$ cat config.mk
export PLATFORM = sky130hd
export DESIGN_NAME = led_pattern_fader
export DESIGN_NICKNAME = d
export VERILOG_FILES = /design/src/rtl/led_pattern_fader.sv
export SDC_FILE = /design/constraint.sdc
export NUM_CORES = 1
export LEC_CHECK = 0
export ABC_AREA = 1
export CAP_MARGIN = 20
export CORE_MARGIN = 1
export CORE_UTILIZATION = 35
export DETAILED_ROUTE_END_ITERATION = 10
export DONT_BUFFER_PORTS = 1
export SYNTH_ARGS = -nofsm -noshare
export SYNTH_HDL_FRONTEND = slang
export SYNTH_SLANG_ARGS = --single-unit
$ cat constraint.sdc
create_clock -name clk -period 3 [get_ports clk]
set_input_delay 0.15 -clock clk [delete_from_list [all_inputs] [get_ports clk]]
set_output_delay 0.15 -clock clk [all_outputs]
set_load 0.01 [all_outputs]
$ cat src/rtl/led_pattern_fader.sv
// Per-LED PWM fader driven by the CPU output pattern; levels ramp one step per fade tick.
// Define LED_FADER_INSTANT_EN to bypass the ramp and jump levels straight to their endpoint.
module led_pattern_fader #(
    parameter int unsigned FREQ     = 0,
    parameter int unsigned PWM_BITS = 4
) (
    input  logic       clk,
    input  logic       rst,
    input  logic [7:0] patternIn,
    input  logic       patternValid,
    output logic [7:0] ledOut,
    output logic       busy
);

    localparam int unsigned TW = (FREQ > 0) ? $clog2(FREQ + 1) : 1;
    localparam logic [TW-1:0] TICK_MAX = TW'(FREQ);
    localparam logic [PWM_BITS-1:0] MAX = '1;
    localparam logic [PWM_BITS-1:0] ONE = PWM_BITS'(1);

    logic [7:0]          target;
    logic [TW-1:0]       tick_cnt;
    logic [PWM_BITS-1:0] pwm_cnt;
    logic [PWM_BITS-1:0] level     [8];
    logic [PWM_BITS-1:0] level_nxt [8];
    logic [7:0]          led_nxt;
    logic [7:0]          off_end;
    logic                tick;

    assign tick = (tick_cnt == TICK_MAX);

    always_comb begin
        for (int i = 0; i < 8; i++) begin
`ifdef LED_FADER_INSTANT_EN
            level_nxt[i] = target[i] ? MAX : '0;
`else
            level_nxt[i] = level[i];
            if (tick) begin
                if (target[i] && (level[i] != MAX)) begin
                    level_nxt[i] = level[i] + ONE;
                end else if (!target[i] && (level[i] != '0)) begin
                    level_nxt[i] = level[i] - ONE;
                end
            end
`endif
        end
    end

    // Outputs depend only on registers, so pattern glitches never reach the pins.
    always_comb begin
        for (int i = 0; i < 8; i++) begin
            led_nxt[i] = (level[i] == MAX) | (level[i] > pwm_cnt);
            off_end[i] = (level[i] != (target[i] ? MAX : '0));
        end
    end

    always_ff @(posedge clk) begin
        if (rst) begin
            target   <= '0;
            tick_cnt <= '0;
            pwm_cnt  <= '0;
            ledOut   <= '0;
            busy     <= 1'b0;
            for (int i = 0; i < 8; i++) begin
                level[i] <= '0;
            end
        end else begin
            if (patternValid) begin
                target <= patternIn;
            end
            tick_cnt <= tick ? '0 : tick_cnt + TW'(1);
            pwm_cnt  <= pwm_cnt + ONE;
            ledOut   <= led_nxt;
            busy     <= |off_end;
            for (int i = 0; i < 8; i++) begin
                level[i] <= level_nxt[i];
            end
        end
    end

endmodule

# After elaboration in Yosys (flattened, before gate mapping)
# Memories as Yosys holds them, arrays and structs flattened.
# Cells that the tools add are included.
# word_totals
in_bits	11
wordCells	150
ram_bits	32
out_inout_bits	9
register_bits	22
n_memories	1
# classes
mux	43
n_bitwise	17
reduce_logical	34
add_sub_neg	18
order_cmp	8
eq_ne	24
# memory_table
memory	depth	word_bits	read_ports	rd_clocked_by_memory_dff	wr	line	source
level	8	4	8	0	8	23	logic [PWM_BITS-1:0] level [8];
# op_table
op	count
2-to-1 mux 4 bit	40
adder 4 x 1 -> 4 bit, second input constant	9
== test 4 bit, second input constant	8
> comparator 4 bit	8
!= test 4 bit	8
!= test 4 bit, second input constant	8
nonzero test 4 bit	8
subtractor 4 x 1 -> 4 bit, second input constant	8
logical AND 1 bit	16
OR 1 bit	16
logical NOT 1 bit	8
OR reduction 8 bit	1
2-to-1 mux 1 bit	3
OR reduction 2 bit	1
adder 1 bit, second input constant	1
NOT 1 bit	1

# Logic depth before layout (Yosys ltp)
# depth
depth_word	6
mapped_depth	12
depth_no_buf	12

# Worst setup path before layout
# OpenSTA, ideal clock, no wires.
# synth_timing
kind	register to register
start	mem level[7][1] (netlist: level[1][13])
end	mem level[7][3] (netlist: level[1][15])
path_buffers	0
required_ns	2.886
stages_incl_launch_ff	12
setup_slack_ns	1.337
arrival_time_ns	1.549
period_less_slack_ns	1.663
path_cell_list	dfxtp_1 nand2_1 o21ai_2 ha_1 nand2_1 nand2_1 nor2_1 nand2_1 nand2_1 nor2_2 nor2_1 nor2_2
# synth_rtl
element	line
start, declared	23

==> metrics.txt <==
Clock Skews=between 0.003 and 0.004 ns; Die W=109 µm; Hold Startpoint=patternIn[0]; # diodes=0; CTS Buf Count=5; Crit Path Class=flop to flop; Final Cycle Share=0.635; maximum VDD drop=about 0.24 mV; Synth top cells by count=nand2_1 (103), a21oi_1 (58), inv_1 (58); unrepaired setup endpoints after global routing=no; initial antenna violation count=0; Worst-path clk slew=0.07 ns; Mapped Area=3970 µm²; status=completed; Synth Instances=533; Vias=3286; count leader, synth=nand2_1; worst skew pair latency=0.29 ns; Port Buf Inserts=0; Critical Path Source Type=flop; flop-to-flop setup slack=about 1.1 ns; slew of the pin with the lowest slew margin=0.778 ns; Synth area leader=dfxtp_1; Seq cells post-synth=54; WP data required=3.24 ns; Worst R2R End=level[1][3]; Starting Density=0.363; Yosys cell types=27; H-tree Lvls=2; Placer Congestion=0.823; post-CTS setup buffers=0; Final Hold Viols=0; Worst Path Max Fanout=6; CTS Sinks=54; Reg2Reg Depth=12; routed wire length=8410 µm; CTS root buf=clkbuf_16; Nets=602; TritonCTS clock tree=built; GRT Residual Overflow=0; Crit. Startpoint=level[1][1]; Longest Clk Path Bufs=2; Worst R2R Start=level[1][1]; setup TNS=0 ns; residual DRC count=0; Post-synth ARST share=0; number of global-route vias before repair=3202; placed insts=666; Pins Over Slew Limit=0; post-route ant nets=0; crit end category=flop; Vias/cell=4.87; IO Count=20; register area share after synthesis=0.272; crit path DAT=2.14 ns; post-route minimum period=between 1.5 and 2 ns; Min-Delay Path Class=input pin to flop; # rows=38; first-pass GRT wire length=about 15000 µm; largest net degree at the start of global routing=26; ranking of synthesized cells by area=dfxtp_1 (27%), ha_1 (15%), nand2_1 (9.7%), a21oi_1 (7.3%), inv_1 (5.5%); slew margin rel.=0.479; EDFF count, synth=0; GRT Overall Usage=0.159; Top FF cell, synth=dfxtp_1; die area=~12000 µm²; Core ar.=10900 µm²; WL/cell=12.5 µm; DR iter-0 viols=between 100 and 150; placed wire-length estimate=between 6000 and 7000 µm; Synth Area per Inst=7.45 µm²; Synthesized Nets=601; Peak Freq=0.525 GHz; drt first pass iters=4; Leakage=approximately 1.9 nW; Hold Path Stages=2; max cap viols=0; Synth top area share=0.272; synthesis-to-layout area growth=7.25%; share of cells above drive strength 1=0.121; PwrDens=659 nW/µm²; worst hold endpoint=target[0]; die height=109 µm; Synth warnings=0; non-filler cells, final=675; Final setup violation count=0
cell families after synthesis:
group	synth area share
other cells	0.000945
flops	0.272
simple gates	0.293
compound gates	0.149
fa+ha+maj	0.195
buf+inv	0.0700
xor+xnor	0.0199
worst max path at each step:
stage	to	slack [ns]	depth (start not counted)
finish	level[1][3]	1.09	12
global route	level[1][15]	0.89	12
CTS	level[0][15]	1.09	11
detailed placement	level[0][15]	1.10	11
global placement	level[1][7]	1.17	11
floorplan	level[1][15]	1.34	11
state kept, by name (all words and copies together), names as in the netlist:
name / flops
tick_cnt: 1
target: 8
pwm_cnt: 4
level: 32
ledOut: 8
busy: 1
layer usage:
layer,global-route usage,wire length (µm),up-vias
met5,0,0,-
met4,0.0531,149,0
met1,0.202,3980,1483
met2,0.269,4010,45
li1,-,-,1749
met3,0.0271,271,9
critical path, stage by stage (launching register included):
cell,delay (ns)
dfxtp_1,0.49
nand2_1,0.18
o21ai_2,0.25
ha_1,0.32
nand2_1,0.10
nand2_1,0.05
nor2_1,0.10
nand2_1,0.06
nand2_1,0.06
nor2_2,0.04
nand2_1,0.05
nand2_1,0.05
nor2_1,0.10
placed cells by master (no fill, tap or decap):
cell type      instances
nand3_4                8
dfxtp_1               54
clkinv_2               1
nand3_1               24
clkbuf_16              5
clkbuf_1               1
dlygate4sd3_1          1
fa_1                   8
inv_1                 58
o21ai_1                4
buf_4                  1
nor2_1                55
nand2_1              103
a21oi_1               58
clkbuf_8               1
nand2_2               15
nor2_2                14
ha_1                  49
inv_2                  2
nand2_4                1
o21ai_0               42
nor2_4                 8
xnor2_1                1
o21ai_2                8
nand3_2                1
xor2_1                 8
nand4_1                3
conb_1                 1
power by group:
| group | internal, W | switching, W | leakage, nW |
|---|---|---|---|
| combinational | 0.000467 | 0.000658 | 1.33 |
| sequential | 0.000865 | 0.000213 | 0.448 |
| clock | 0.000332 | 0.000270 | 0.0739 |
| total | 0.00166 | 0.00114 | 1.85 |
per-stage QoR:
stage,hold slack [ns],area (µm²),utilization,power [W],worst slack [ns]
2_1_floorplan,0.341,3970,-,0.00197,1.34
5_1_grt,0.0526,4260,0.389,0.00309,0.887
3_3_place_gp,0.221,4100,0.375,0.00217,1.17
6_report,0.0525,4260,0.389,0.00280,1.09
3_5_place_dp,0.222,4100,0.375,0.00222,1.10
4_1_cts,0.0431,4260,0.389,0.00284,1.09
repair_timing:
action                                 in CTS  in global routing
endpoints found under the hold margin      15                  0
resized for setup                           0                  0
hold buffers                                1                  0
layout make-up:
type,instances,area [µm²]
sequential,54,1080
timing repair buffer,2,17.5
clock inverter,1,5.00
clock buffer,7,143
fill,1135,6680
multi-input combinational,411,2610
tap,140,175
inverter,60,225
(Power assumes the default switching activity.)
